[src/rtl/adj_button_conditioner.sv]
// ---------------------------------------------------------------------------
// adj_button_conditioner
//
// Turns the three raw clock-adjust push-buttons (hours / minutes / seconds)
// into clean single-cycle adjust pulses for the VGA clock core. It runs on the
// pixel clock. Each channel has these stages:
//   raw -> 2-FF synchroniser -> counter debouncer -> press FSM
// The press FSM emits one pulse per press. While the button stays held, it
// optionally emits auto-repeat pulses.
//
// Ports
//   clk        pixel clock, sole clock
//   reset_n    asynchronous, active-low reset
//   btn_hrs    raw hours button (active-high, asynchronous, may bounce)
//   btn_min    raw minutes button
//   btn_sec    raw seconds button
//   adj_hrs    one-cycle hours adjust pulse (registered)
//   adj_min    one-cycle minutes adjust pulse (registered)
//   adj_sec    one-cycle seconds adjust pulse (registered)
//   btn_state  debounced levels {hrs, min, sec} (registered)
// ---------------------------------------------------------------------------

// ---------------------------------------------------------------------------
// adj_button_channel
//
// One fully independent button channel.
//
// Ports
//   clk    pixel clock
//   rst_n  asynchronous, active-low reset
//   raw    raw button level
//   pulse  registered one-cycle adjust pulse
//   level  registered debounced level
//
// state   | meaning
// --------+-----------------------------------------------------------------
// IDLE    | button released (debounced); waiting for a press
// DELAY   | pressed and pulsed; counting towards the first repeat
// REPEAT  | auto-repeating; one pulse every REPEAT_PERIOD_CYCLES
// HELD    | pressed with auto-repeat disabled; waits silently for release
// ---------------------------------------------------------------------------
module adj_button_channel #(
    parameter int DEBOUNCE_CYCLES      = 315000,
    parameter int REPEAT_DELAY_CYCLES  = 15750000,
    parameter int REPEAT_PERIOD_CYCLES = 6300000,
    parameter int ENABLE_REPEAT        = 1
) (
    input  logic clk,
    input  logic rst_n,
    input  logic raw,
    output logic pulse,
    output logic level
);

    localparam int DB_W     = (DEBOUNCE_CYCLES > 2) ? $clog2(DEBOUNCE_CYCLES) : 1;
    localparam int HOLD_MAX = (REPEAT_DELAY_CYCLES > REPEAT_PERIOD_CYCLES)
                              ? REPEAT_DELAY_CYCLES : REPEAT_PERIOD_CYCLES;
    localparam int HOLD_W   = (HOLD_MAX > 2) ? $clog2(HOLD_MAX) : 1;

    localparam logic [DB_W-1:0]   DB_LAST     = DB_W'(DEBOUNCE_CYCLES - 1);
    localparam logic [HOLD_W-1:0] DELAY_LAST  = HOLD_W'(REPEAT_DELAY_CYCLES - 1);
    localparam logic [HOLD_W-1:0] PERIOD_LAST = HOLD_W'(REPEAT_PERIOD_CYCLES - 1);

    typedef enum logic [1:0] {
        ST_IDLE   = 2'd0,
        ST_DELAY  = 2'd1,
        ST_REPEAT = 2'd2,
        ST_HELD   = 2'd3
    } state_t;

    logic              s1;
    logic              s2;
    logic              stable;
    logic [DB_W-1:0]   db_cnt;
    logic              db_done;
    logic              rise;
    logic              fall;

    state_t            state;
    state_t            state_nxt;
    logic [HOLD_W-1:0] hold_cnt;
    logic [HOLD_W-1:0] hold_nxt;
    logic              pulse_nxt;

    // Two-flop synchroniser; only s2 is used downstream.
    always_ff @(posedge clk or negedge rst_n) begin
        if (!rst_n) begin
            s1 <= 1'b0;
            s2 <= 1'b0;
        end else begin
            s1 <= raw;
            s2 <= s1;
        end
    end

    // Any sample that agrees with the accepted level clears the count, so a
    // glitch shorter than DEBOUNCE_CYCLES earns no partial credit.
    always_ff @(posedge clk or negedge rst_n) begin
        if (!rst_n) begin
            stable <= 1'b0;
            db_cnt <= '0;
        end else if (s2 == stable) begin
            db_cnt <= '0;
        end else if (db_cnt == DB_LAST) begin
            stable <= s2;
            db_cnt <= '0;
        end else begin
            db_cnt <= db_cnt + 1'b1;
        end
    end

    // The FSM acts on the same edge at which the debounced level changes.
    // This lets the press pulse register alongside the new level rather than
    // one cycle behind it.
    assign db_done = (s2 != stable) && (db_cnt == DB_LAST);
    assign rise    = db_done &  s2;
    assign fall    = db_done & ~s2;

    always_comb begin
        state_nxt = state;
        hold_nxt  = hold_cnt;
        pulse_nxt = 1'b0;
        case (state)
            ST_IDLE: begin
                if (rise) begin
                    pulse_nxt = 1'b1;
                    hold_nxt  = '0;
                    state_nxt = (ENABLE_REPEAT != 0) ? ST_DELAY : ST_HELD;
                end
            end
            ST_DELAY: begin
                // Release takes priority over a coincident repeat.
                if (fall) begin
                    hold_nxt  = '0;
                    state_nxt = ST_IDLE;
                end else if (hold_cnt == DELAY_LAST) begin
                    pulse_nxt = 1'b1;
                    hold_nxt  = '0;
                    state_nxt = ST_REPEAT;
                end else begin
                    hold_nxt = hold_cnt + 1'b1;
                end
            end
            ST_REPEAT: begin
                if (fall) begin
                    hold_nxt  = '0;
                    state_nxt = ST_IDLE;
                end else if (hold_cnt == PERIOD_LAST) begin
                    pulse_nxt = 1'b1;
                    hold_nxt  = '0;
                end else begin
                    hold_nxt = hold_cnt + 1'b1;
                end
            end
            ST_HELD: begin
                if (fall) begin
                    hold_nxt  = '0;
                    state_nxt = ST_IDLE;
                end
            end
            default: begin
                hold_nxt  = '0;
                state_nxt = ST_IDLE;
            end
        endcase
    end

    // Pulse is a flop with async clear, so a reset truncates it immediately.
    always_ff @(posedge clk or negedge rst_n) begin
        if (!rst_n) begin
            state    <= ST_IDLE;
            hold_cnt <= '0;
            pulse    <= 1'b0;
        end else begin
            state    <= state_nxt;
            hold_cnt <= hold_nxt;
            pulse    <= pulse_nxt;
        end
    end

    assign level = stable;

endmodule

module adj_button_conditioner #(
    parameter int DEBOUNCE_CYCLES      = 315000,
    parameter int REPEAT_DELAY_CYCLES  = 15750000,
    parameter int REPEAT_PERIOD_CYCLES = 6300000,
    parameter int ENABLE_REPEAT        = 1
) (
    input  logic       clk,
    input  logic       reset_n,
    input  logic       btn_hrs,
    input  logic       btn_min,
    input  logic       btn_sec,
    output logic       adj_hrs,
    output logic       adj_min,
    output logic       adj_sec,
    output logic [2:0] btn_state
);

    logic level_hrs;
    logic level_min;
    logic level_sec;

    adj_button_channel #(
        .DEBOUNCE_CYCLES     (DEBOUNCE_CYCLES),
        .REPEAT_DELAY_CYCLES (REPEAT_DELAY_CYCLES),
        .REPEAT_PERIOD_CYCLES(REPEAT_PERIOD_CYCLES),
        .ENABLE_REPEAT       (ENABLE_REPEAT)
    ) u_hrs (
        .clk  (clk),
        .rst_n(reset_n),
        .raw  (btn_hrs),
        .pulse(adj_hrs),
        .level(level_hrs)
    );

    adj_button_channel #(
        .DEBOUNCE_CYCLES     (DEBOUNCE_CYCLES),
        .REPEAT_DELAY_CYCLES (REPEAT_DELAY_CYCLES),
        .REPEAT_PERIOD_CYCLES(REPEAT_PERIOD_CYCLES),
        .ENABLE_REPEAT       (ENABLE_REPEAT)
    ) u_min (
        .clk  (clk),
        .rst_n(reset_n),
        .raw  (btn_min),
        .pulse(adj_min),
        .level(level_min)
    );

    adj_button_channel #(
        .DEBOUNCE_CYCLES     (DEBOUNCE_CYCLES),
        .REPEAT_DELAY_CYCLES (REPEAT_DELAY_CYCLES),
        .REPEAT_PERIOD_CYCLES(REPEAT_PERIOD_CYCLES),
        .ENABLE_REPEAT       (ENABLE_REPEAT)
    ) u_sec (
        .clk  (clk),
        .rst_n(reset_n),
        .raw  (btn_sec),
        .pulse(adj_sec),
        .level(level_sec)
    );

    // Each level is a flop output inside its channel, so this bus is registered.
    assign btn_state = {level_hrs, level_min, level_sec};

endmodule

[config.mk]
export PLATFORM = sky130hd
export DESIGN_NAME = adj_button_conditioner
export DESIGN_NICKNAME = d
export VERILOG_FILES = /design/src/rtl/adj_button_conditioner.sv
export SDC_FILE = /design/constraint.sdc
export NUM_CORES = 1
export LEC_CHECK = 0
export BUFFER_PORTS_ARGS = -buffer_cell sky130_fd_sc_hd__buf_4
export CORE_UTILIZATION = 47
export DETAILED_ROUTE_END_ITERATION = 10
export PLACE_DENSITY = 0.69
export SLEW_MARGIN = 25
export SYNTH_ARGS = -nofsm -noshare
export SYNTH_HDL_FRONTEND = slang
export SYNTH_HIERARCHICAL = 1
export SYNTH_SLANG_ARGS = --single-unit
[constraint.sdc]
create_clock -name clk -period 3.6 [get_ports clk]
set_input_delay 0.54 -clock clk [delete_from_list [all_inputs] [get_ports clk]]
set_output_delay 0.54 -clock clk [all_outputs]
set_load 0.01 [all_outputs]
==> impl_summary.log, run 1 <==
INFO  metric worstReg2RegStart = u_min/db_cnt[0]
INFO  metric synth_edf_count = 0
INFO  metric die_w = approximately 140 um
INFO  metric fmax = 0.3640 GHz
INFO  metric post_synthesis_register_bit_count = ~150
INFO  metric vias_per_cell = 5.763
INFO  metric synth_compound_gate_area_share = 16.51%
INFO  metric first_pass_iters = 5
INFO  metric outcome = complete, no violations
INFO  metric layout.cells.most_common = dfrtp_1
INFO  metric routed_wire_length_per_instance = 15.23 um
INFO  metric layout_worst_path_cycle_share = 76.31%
INFO  metric numCtsBuffers = 17
INFO  metric postSynth.topFlopCell = dfrtp_1
INFO  metric numPortBuffers = 10
INFO  metric grt.overflow.total = 0
INFO  metric cts_num_sinks = about 150
INFO  metric routed_wl = 17300 um
INFO  metric final_net_count = 925
INFO  metric cts_htree_levels = 4
INFO  metric floorplan.initialDensity = 48.23%
INFO  metric post_synth_num_cell_types = 69
INFO  metric global_route_wire_length_before_repair = 30570 um
INFO  metric clkSlewWorstSetupHoldPaths = 0.06 ns
INFO  metric drv.max_cap_violation_count = 0
INFO  metric mostFrequentLayoutCells = dfrtp_1 (147), nor2_1 (114), nand2_1 (70)
INFO  metric tritoncts = built
INFO  metric layoutNonFillerInstCount = 1136
INFO  metric crit_path_max_fanout = 12
INFO  metric fin_total_pwr = ~3.5 mW
INFO  metric cp_endpoint_kind = flip-flop
INFO  metric synth_xor_area_share = a little over 5%
INFO  metric grt_usage = 20.83%
INFO  metric post_synth_instance_area = 8343 um2
INFO  metric setup_viol_count_final = 0
INFO  metric ctsResizeCount = 0
INFO  metric layout_min_cycle_time = around 2.7 ns
INFO  metric timing.critical_path.required = 3.96 ns
INFO  metric critPathKind = flip-flop to flip-flop
INFO  metric hpwl = 11300 um
INFO  metric final_layout_size_suffix_gt1_share = around 8.3%
INFO  metric die_height = about 140 um
INFO  metric worstRegToRegCells = 7
INFO  metric placedCellCount = 1105
INFO  metric multi_input_gate_area = roughly 4400 um2
INFO  metric cts_setup_buffers = 0
INFO  metric skew = 0.01030 ns
INFO  metric detailedRoute.firstIterationViolations = ~380
INFO  metric fin_setup_tns = 0 ns
INFO  metric worstSetupPathDepth = 7
INFO  metric core-area = around 17000 um2
INFO  metric post_synth_inst_count = 891
INFO  metric detailedPlace.worstSlack = around 0.84 ns
INFO  metric cp-start-kind = flip-flop
INFO  metric cp.arrival = 3.11 ns
INFO  metric detail-route-antenna-nets = 0
INFO  metric grt_antenna_before_repair = 0
INFO  metric antenna_fix_cells = 0
INFO  metric synth_nets = roughly 900
INFO  metric grt_setup_unrepaired = no
INFO  metric timing_hold_violations_final = 0
INFO  metric maxSlewViolCount = 0
INFO  metric pin_count = 11
INFO  metric synth_adder_area_share = under 10%
INFO  metric dominant_combinational_cell_family_by_area_after_synthesis = simple AND/OR/NAND/NOR gates
INFO  metric final_core_util = ~53%
INFO  metric ys_async_sr_fraction = 100.0%
INFO  metric critical_path_buffers_and_inverters = 0
INFO  metric reg2reg_to = u_min/hold_cnt[2]
INFO  metric sequential_cell_area = between 3000 and 4000 um2
INFO  metric timing_worst_slew_pin_value = 0.9171 ns
INFO  metric power_leakage = about 4 nW
INFO  metric num_vias = 6547
INFO  metric path_delay_family = simple AND/OR/NAND/NOR gates
INFO  metric synth.avg_cell_area = between 9 and 10 um2
INFO  metric vdd_drop_max = approximately 0.35 mV
INFO  metric critical-path-slowest-cell = nor2_2
INFO  metric buffer_cell_driving_the_clock_tree_root = clkbuf_16
INFO  metric fp.dieArea = ~18000 um2
INFO  metric hold_path.class = input port to async pin
INFO  metric yosys.area_share.simple = a little over a quarter
INFO  metric setup_slack_on_the_worst_flop_to_flop_path = about 0.85 ns
INFO  metric worst_slack = about 0.85 ns
INFO  metric post_synth_mux_area_share = less than 1%
INFO  metric grt_max_degree = 87
INFO  metric clock_tree.buffer_depth = 2
INFO  metric worstSkewPairLatency = 0.43 ns
INFO  metric critical-path-max-stage-delay = around 0.50 ns
INFO  metric row_count = 48
INFO  metric power.density_cell_area = 378.7 nW/um2
INFO  metric via_count_of_the_first_global_routing_pass = around 6400
INFO  metric ys_warn_count = 6
INFO  metric drc = 0
INFO  metric num-fill-cells = around 1600
INFO  metric synth-seq-area-share = about 44%
INFO  metric cp_cell_sequence = ha_1 -> or4b_4 -> nor4_4 -> and2_1 -> a21oi_2 -> nor2_2 -> a22o_1
INFO  metric globalplace.congestion = 0.8306
INFO  metric slew_headroom = a little under two fifths
INFO  metric synthToLayoutAreaGrowth = 10.02%
INFO  metric hold_buffers = 0
## sequential cells by signal (all words and copies together) (netlist names)
register        flops
u_sec/level         1
u_sec/pulse         1
u_sec/hold_cnt     24
u_hrs/s2            1
u_hrs/level         1
u_hrs/s1            1
u_sec/s2            1
u_min/s2            1
u_sec/s1            1
u_min/hold_cnt     24
u_min/pulse         1
u_min/s1            1
u_hrs/pulse         1
u_hrs/db_cnt       19
u_sec/db_cnt       19
u_min/db_cnt       19
u_min/level         1
u_sec/state         2
u_hrs/state         2
u_min/state         2
u_hrs/hold_cnt     24
## layout make-up
class	instances	area share [%]
clock buffer	18	4.785
inverter	23	0.9406
sequential	147	40.08
timing repair buffer	20	1.813
tap	225	3.067
multi-input combinational	690	47.85
clock inverter	13	1.472
## metrics by stage
step                      hold slack, ns  instance area [um2]
after global routing              0.1363                 9179
after CTS                         0.1192                 9179
final                             0.1047                 9179
after global placement            0.3366                 8605
after detailed placement          0.3410                 8605
after floorplan                   0.2444                 8343
## worst max path at each step
stage                          to  slack [ns]            start
6_report        u_min/hold_cnt[2]        0.85  u_min/db_cnt[0]
4_1_cts         u_min/hold_cnt[2]        0.84  u_min/db_cnt[0]
5_1_grt        u_sec/hold_cnt[11]        0.55  u_sec/db_cnt[0]
3_5_place_dp    u_min/hold_cnt[2]        0.84  u_min/db_cnt[0]
2_1_floorplan  u_min/hold_cnt[17]        1.34  u_min/db_cnt[0]
3_3_place_gp   u_sec/hold_cnt[13]        0.89  u_sec/db_cnt[0]
## routing by layer
metal / track usage, % / vias up / wire, um
li1: - / 3255 / -
met1: 28.73 / 3183 / 8513
met2: 32.48 / 94 / 8057
met3: 4.489 / 15 / 549
met4: 6.866 / 0 / 176
met5: 0 / - / 0
## cells in the mapped netlist (4+ instances only)
cell type / number / share of area (%)
inv_1: 23 / 1.0
o2bb2a_1: 9 / 1.1
xnor2_1: 19 / 2.0
a21boi_1: 4 / 0.36
o21ai_1: 36 / 2.2
nor2b_1: 23 / 1.7
nand4b_1: 4 / 0.42
and3_1: 30 / 2.2
a22o_1: 36 / 3.8
o2bb2ai_1: 8 / 0.84
xor2_1: 30 / 3.1
nand4_1: 23 / 1.7
nor2_1: 114 / 5.1
ha_1: 21 / 3.1
nor3_1: 30 / 1.8
o31ai_1: 11 / 0.99
a21o_1: 19 / 1.7
dfrtp_1: 147 / 44
mux2_2: 6 / 0.81
clkbuf_1: 7 / 0.31
or4b_1: 4 / 0.48
nor4_1: 11 / 0.82
nand3_1: 49 / 2.9
and4_1: 8 / 0.84
nand2b_1: 8 / 0.60
or3_1: 6 / 0.45
nor4b_1: 10 / 1.0
and2_1: 8 / 0.60
buf_4: 11 / 0.99
a21oi_1: 8 / 0.48
nor4bb_1: 5 / 0.60
buf_2: 10 / 0.60
o21ai_0: 28 / 1.7
o211ai_1: 4 / 0.36
nand2_1: 70 / 3.1
## report_power, final
part,switching (mW),internal (mW),total [mW]
clock network,0.700,1.03,1.73
registers,0.0116,1.66,1.68
logic,0.0515,0.0171,0.0686
total,0.763,2.71,3.48
## worst reg2reg max path, delay by kind of cell, from the launching register on
family	cells	cell delay, ns
and+or+nand+nor	4	1.66
AOI/OAI and AO/OA	2	0.43
DFF	1	0.39
adders and majority gates	1	0.21
## cell families (layout without fill, tap and decap cells)
kind of cell    after synthesis  count (layout)
simple gates                423             423
fa+ha+maj                    21              21
mux                           7               7
buf+inv                      54              74
compound gates              190             190
flops                       147             147
xor+xnor                     49              49
Power figures use the tool's default switching activity.
==> inputs of run 2 (changes only) <==
--- a/config.mk
+++ b/config.mk
@@ -5,6 +5,7 @@
 export SDC_FILE = /design/constraint.sdc
 export NUM_CORES = 1
 export LEC_CHECK = 0
+export ABC_AREA = 1
 export BUFFER_PORTS_ARGS = -buffer_cell sky130_fd_sc_hd__buf_4
 export CORE_UTILIZATION = 47
 export DETAILED_ROUTE_END_ITERATION = 10
==> constraint.sdc (replaced) <==
create_clock -name clk -period 2.61 [get_ports clk]
set_input_delay 0.3915 -clock clk [delete_from_list [all_inputs] [get_ports clk]]
set_output_delay 0.3915 -clock clk [all_outputs]
set_load 0.01 [all_outputs]
==> impl_summary.log, run 2 <==
INFO  metric fin_setup_tns = 0 ns
INFO  metric vias_per_cell = 5.224
INFO  metric power.density_cell_area = 435.5 nW/um2
INFO  metric yosys.area_share.simple = around 43%
INFO  metric crit_path_max_fanout = 22
INFO  metric timing_worst_slew_pin_value = approximately 0.57 ns
INFO  metric post_synth_inst_count = around 1600
INFO  metric ys_top_cells_by_count = nand2_1 (450), nor2_1 (268), inv_1 (192)
INFO  metric dominant_combinational_cell_family_by_area_after_synthesis = simple AND/OR/NAND/NOR gates
INFO  metric grt_setup_unrepaired = no
INFO  metric maxSlewViolCount = 0
INFO  metric globalplace.congestion = 0.9813
INFO  metric cp.arrival = around 2.6 ns
INFO  metric numCtsBuffers = 17
INFO  metric timing.critical_path.required = a little under 3 ns
INFO  metric placedCellCount = between 1500 and 2000
INFO  metric cp-start-kind = flip-flop
INFO  metric fmax = about 0.44 GHz
INFO  metric critPathLaunch = u_sec/db_cnt[0]
INFO  metric synth_xor_area_share = 2.669%
INFO  metric routed_wl = 25590 um
INFO  metric grt_antenna_before_repair = 0
INFO  metric final_net_count = ~1600
INFO  metric final_layout_size_suffix_gt1_share = approximately 7%
INFO  metric clock_tree.buffer_depth = 2
INFO  metric floorplan.initialDensity = between 40% and 50%
INFO  metric post_synth_num_cell_types = 44
INFO  metric via_count_of_the_first_global_routing_pass = around 9000
INFO  metric synth_adder_area_share = under 10%
INFO  metric synth_nets = between 1500 and 2000
INFO  metric detail-route-antenna-nets = 0
INFO  metric first_pass_iters = 5
INFO  metric worstReg2RegStart = u_sec/db_cnt[0]
INFO  metric numPortBuffers = 10
INFO  metric drv.max_cap_violation_count = 0
INFO  metric cts_htree_levels = 4
INFO  metric hpwl = around 19000 um
INFO  metric layout.cells.most_common = nand2_1
INFO  metric post_synth_mux_area_share = 0%
INFO  metric core-area = approximately 21000 um2
INFO  metric post_synthesis_register_bit_count = approximately 150
INFO  metric synth.avg_cell_area = between 6 and 7 um2
INFO  metric vdd_drop_max = between 0.3 and 0.4 mV
INFO  metric synth_most_common_cell = nand2_1
INFO  metric ys_top_cells_by_area = dfrtp_1 (36%), nand2_1 (17%), nor2_1 (9.9%)
INFO  metric post_synth_instance_area = 10170 um2
INFO  metric hold_buffers = 1
INFO  metric setup_viol_count_final = 0
INFO  metric routed_wire_length_per_instance = ~14 um
INFO  metric ctsResizeCount = 0
INFO  metric row_count = 53
INFO  metric synth_top_area_share = around 36%
INFO  metric synth.largest_area_cell = dfrtp_1
INFO  metric top_regs = u_hrs/hold_cnt (24), u_min/hold_cnt (24), u_sec/hold_cnt (24)
INFO  metric die_w = 149.1 um
INFO  metric num_vias = around 9600
INFO  metric detailedRoute.firstIterationViolations = 793
INFO  metric synthToLayoutAreaGrowth = 8.769%
INFO  metric critPathKind = flip-flop to flip-flop
INFO  metric buffer_cell_driving_the_clock_tree_root = clkbuf_16
INFO  metric worstSkewPairLatency = between 0.4 and 0.5 ns
INFO  metric mostFrequentLayoutCells = nand2_1 (450), nor2_1 (268), inv_1 (192)
INFO  metric timing.hold.worst.start = btn_min
INFO  metric layoutNonFillerInstCount = 1844
INFO  metric clkSlewWorstSetupHoldPaths = ~0.07 ns
INFO  metric pin_count = 11
INFO  metric layout_min_cycle_time = 2.292 ns
INFO  metric cp_endpoint_kind = flip-flop
INFO  metric slew_headroom = 61.65%
INFO  metric skew = around 0.012 ns
INFO  metric ys_async_sr_fraction = 100.0%
INFO  metric synth_edf_count = 0
INFO  metric postSynth.topFlopCell = dfrtp_1
INFO  metric tritoncts = built
INFO  metric hold_path.class = input port to flip-flop
INFO  metric power_leakage = 5.155 nW
INFO  metric antenna_fix_cells = 0
INFO  metric hold_slack = approximately 0.074 ns
INFO  metric num-fill-cells = ~2200
INFO  metric cts_num_sinks = 147
INFO  metric die_height = between 100 and 150 um
INFO  metric layout_worst_path_cycle_share = 87.80%
INFO  metric grt_max_degree = 54
INFO  metric synth-seq-area-share = between 30% and 40%
INFO  metric grt.overflow.total = 0
INFO  metric grt_usage = about a quarter
INFO  metric timing_hold_violations_final = 0
INFO  metric drc = 0
INFO  metric outcome = complete, no violations
INFO  metric cts_setup_buffers = 0
INFO  metric fp.dieArea = around 22000 um2
INFO  metric global_route_wire_length_before_repair = between 40000 and 50000 um
INFO  metric synth_compound_gate_area_share = roughly 5.4%
INFO  metric ys_warn_count = 6
-- run 2: cell count changes after synthesis, sizes merged, moves of 23 or more --
| cell | delta |
|---|---|
| nand2 | +392 |
| inv | +181 |
| nor2 | +161 |
| nand3 | +113 |
| nand4 | +40 |
| a22o | -36 |
| and3 | -28 |
| nor2b | -23 |
-- run 2: path summary, 6_finish.rpt --
path	endpoint	slack, ns	cells past startpoint
hold / removal	u_min/s1	0.07	1
setup reg to reg	u_sec/hold_cnt[14]	0.32	12
max in group asynchronous	u_sec/hold_cnt[10]	1.34	3
min in group asynchronous	u_min/db_cnt[8]	0.48	2
setup / recovery	u_sec/hold_cnt[14]	0.32	12
hold reg to reg	u_sec/s2	0.35	0
-- run 2: kinds of logic (layout without fill, tap and decap cells) --
family / Yosys count / count (layout)
compound gates: 93 / 93
xor+xnor: 31 / 31
fa+ha+maj: 21 / 21
buf+inv: 243 / 261
flops: 147 / 147
simple gates: 1016 / 1016
-- run 2: power by group --
group | internal [mW] | switching [mW] | total (mW) | leakage [nW]
Clock | 1.43 | 0.982 | 2.41 | 0.272
Sequential | 2.29 | 0.0103 | 2.30 | 2.03
Combinational | 0.0256 | 0.0784 | 0.104 | 2.85
-- run 2: stage by stage --
step / power, mW / instance area (um2) / util [%] / worst slack, ns
after floorplan: 2.382 / 10170 / - / 0.8388
after global placement: 2.453 / 10480 / 49.55 / 0.3746
after detailed placement: 2.455 / 10480 / 49.55 / 0.3181
after CTS: 4.890 / 11070 / 52.31 / 0.3056
after global routing: 5.010 / 11070 / 52.31 / 0.08517
final: 4.819 / 11070 / 52.31 / 0.3184
-- run 2: area by class of cell --
| type | count | area, um2 | share of cell area, % |
|---|---|---|---|
| clock buffer | 19 | 442.9 | 4.003 |
| clock inverter | 12 | 131.4 | 1.187 |
| tap | 275 | 344.1 | 3.109 |
| multi-input combinational | 1161 | 5499 | 49.69 |
| sequential | 147 | 3679 | 33.24 |
| timing repair buffer | 22 | 183.9 | 1.662 |
| inverter | 208 | 785.8 | 7.101 |
-- run 2: routing by layer --
metal | global-route usage, % | part of all wire (%) | wire [um]
met1 | 32.81 | 47 | 12030
met2 | 39.37 | 46 | 11790
met3 | 3.609 | 5.0 | 1279
met4 | 9.031 | 1.9 | 488
met5 | 0 | 0 | 0
-- run 2: worst max-delay path: stages, from the launching register on --
cell and delay [ns]:
dfrtp_1 0.39, ha_1 0.23, nand2_1 0.13, inv_1 0.07
nand2_1 0.05, nor2_1 0.04, nand4_1 0.14, nand2_1 0.14
nand2_4 0.22, clkinv_2 0.33, nand2_1 0.26, inv_2 0.08
nor2_1 0.11
==> inputs of run 3 (changes only) <==
==> constraint.sdc (replaced) <==
create_clock -name clk -period 2.7 [get_ports clk]
set_input_delay 0.405 -clock clk [delete_from_list [all_inputs] [get_ports clk]]
set_output_delay 0.405 -clock clk [all_outputs]
set_load 0.01 [all_outputs]
==> impl_summary.log, run 3 (same netlist as run 2, synthesis figures left out) <==
INFO  metric grt_antenna_before_repair = 0
INFO  metric grt_setup_unrepaired = no
INFO  metric final_net_count = approximately 1600
INFO  metric hold_buffers = 0
INFO  metric worstReg2RegStart = u_hrs/db_cnt[0]
INFO  metric skew = about 0.012 ns
INFO  metric vias_per_cell = 5.290
INFO  metric core-area = 21150 um2
INFO  metric critical-path-max-stage-delay = about 0.37 ns
INFO  metric grt_max_degree = just over 70
INFO  metric mostFrequentLayoutCells = nand2_1 (450), nor2_1 (268), inv_1 (192)
INFO  metric pin_count = 11
INFO  metric cts_setup_buffers = 0
INFO  metric timing_hold_violations_final = 0
INFO  metric critPathLaunch = u_hrs/db_cnt[0]
INFO  metric num_vias = around 9700
INFO  metric worst_path_most_repeated_cell = nand2_1
INFO  metric clock_power_share = between 50% and 60%
INFO  metric final_core_util = between 50% and 60%
INFO  metric floorplan.initialDensity = around half
INFO  metric critical-path-slowest-cell = dfrtp_1
INFO  metric fmax = about 0.44 GHz
INFO  metric routed_wl = 25210 um
INFO  metric setup_viol_count_final = 0
INFO  metric antenna_fix_cells = 0
INFO  metric power.density_cell_area = approximately 440 nW/um2
INFO  metric routed_wire_length_per_instance = around 14 um
INFO  metric detailedRoute.firstIterationViolations = between 700 and 800
INFO  metric via_count_of_the_first_global_routing_pass = around 9000
INFO  metric setup_slack_on_the_worst_flop_to_flop_path = around 0.44 ns
INFO  metric global_route_wire_length_before_repair = 42720 um
INFO  metric cts_num_sinks = between 100 and 150
INFO  metric synthToLayoutAreaGrowth = 9.420%
INFO  metric maxSlewViolCount = 0
INFO  metric slew_headroom = roughly 53%
INFO  metric die_w = about 150 um
INFO  metric layout.cells.most_common = nand2_1
INFO  metric vdd_drop_max = about 0.37 mV
INFO  metric critPathKind = flip-flop to flip-flop
INFO  metric numPortBuffers = 10
INFO  metric clkSlewWorstSetupHoldPaths = about 0.060 ns
INFO  metric combPwrFrac = 2.1%
INFO  metric power_leakage = slightly above 5 nW
INFO  metric cellInternalPower = roughly 3.9 mW
INFO  metric path_delay_family = simple AND/OR/NAND/NOR gates
INFO  metric multi_input_gate_area = approximately 5500 um2
INFO  metric grt.overflow.total = 0
INFO  metric buffer_cell_driving_the_clock_tree_root = clkbuf_16
INFO  metric hold_path.class = input port to async pin
INFO  metric cp-start-kind = flip-flop
INFO  metric timing_worst_slew_pin_value = 0.7031 ns
INFO  metric worstSetupPathDepth = 12
INFO  metric grt_usage = between 20% and 30%
INFO  metric cp.arrival = 2.56 ns
INFO  metric critical_path_buffers_and_inverters = 2
INFO  metric detail-route-antenna-nets = 0
INFO  metric endpoint = u_hrs/hold_cnt[16]
INFO  metric row_count = 53
INFO  metric tritoncts = built
INFO  metric fp.dieArea = between 20000 and 25000 um2
INFO  metric cts_htree_levels = 4
INFO  metric power_frac_seq = between 40 and 50%
INFO  metric reg2reg_to = u_hrs/hold_cnt[16]
INFO  metric layout_min_cycle_time = roughly 2.3 ns
INFO  metric die_height = between 100 and 150 um
INFO  metric switching_share = between 20% and 30%
INFO  metric timing.critical_path.required = approximately 3.0 ns
INFO  metric sequential_cell_area = about 3700 um2
INFO  metric top_regs = u_hrs/hold_cnt (24), u_min/hold_cnt (24), u_sec/hold_cnt (24)
INFO  metric power.switching = 1.039 mW
INFO  metric cp_cell_sequence = ha_1 -> nand2_1 -> inv_1 -> nand2_1 -> nor2_1 -> nand4_1 -> nand2_1 -> nand2_4 -> inv_4 -> nand3_1 -> nand2_1 -> nor2_1
INFO  metric worstSkewPairLatency = roughly 0.43 ns
INFO  metric final_layout_size_suffix_gt1_share = 6.952%
INFO  metric fin_setup_tns = 0 ns
INFO  metric first_pass_iters = 6
INFO  metric layout_worst_path_cycle_share = about 84%
INFO  metric num-fill-cells = 2061
INFO  metric outcome = complete, no violations
INFO  metric drc = 0
INFO  metric crit_path_max_fanout = 26
INFO  metric globalplace.congestion = about 0.94
INFO  metric hpwl = between 15000 and 20000 um
INFO  metric clock_tree.buffer_depth = 2
INFO  metric worstRegToRegCells = 12
INFO  metric numCtsBuffers = 17
INFO  metric ctsResizeCount = 0
INFO  metric cp_endpoint_kind = flip-flop
INFO  metric drv.max_cap_violation_count = 0
-- run 3: layout make-up --
class / count / share of cell area, %
multi-input cells: 1161 / 49.40
flip-flops and latches: 147 / 33.04
inverters: 208 / 7.059
clock buffers: 21 / 4.226
well taps: 275 / 3.091
repair buffers: 20 / 1.607
clock inverters: 11 / 1.574
-- run 3: how the worst min path moves through the flow --
stage / start / cells after the start / to / slack (ns)
floorplan: reset_n / 0 / u_hrs/db_cnt[0] / 0.11
global placement: u_sec/s1 / 0 / u_sec/s2 / 0.33
detailed placement: u_hrs/s1 / 0 / u_hrs/s2 / 0.34
CTS: reset_n / 1 / u_hrs/hold_cnt[1] / 0.03
global route: reset_n / 1 / u_min/state[0] / 0.07
finish: reset_n / 1 / u_min/state[1] / 0.005
-- run 3: metal layers --
layer	up-vias	wire length [um]	global-route usage, %
met3	38	1342	3.731
met5	-	0	0
met1	4507	11810	31.95
met4	0	453	7.806
met2	275	11610	39.21
li1	4929	-	-
-- run 3: power by group through the flow --
stage | Clock, mW | Combinational [mW] | Sequential, mW
detailed placement | 0 | 0.106 | 2.27
finish | 2.58 | 0.102 | 2.23
global placement | 0 | 0.105 | 2.27
CTS | 2.63 | 0.107 | 2.23
global route | 2.74 | 0.123 | 2.23
floorplan | 0 | 0.0364 | 2.27
-- run 3: worst reg2reg max path, delay by kind of cell, from the launching register on --
family	cells	cell delay (ns)
fa+ha+maj	1	0.19
simple gates	9	1.15
buf+inv	2	0.43
flops	1	0.37
-- run 3: metrics by stage --
step / worst slack, ns / total power, mW / instances / hold slack, ns / area, um2
CTS: 0.4436 / 4.969 / 1843 / 0.03497 / 11130
detailed placement: 0.4655 / 2.374 / 1811 / 0.3385 / 10490
floorplan: 0.9288 / 2.303 / 1551 / 0.1094 / 10170
global route: 0.1796 / 5.091 / 1843 / 0.06551 / 11130
finish: 0.4405 / 4.909 / 1843 / 0.005161 / 11130
global placement: 0.5507 / 2.372 / 1811 / 0.3323 / 10490
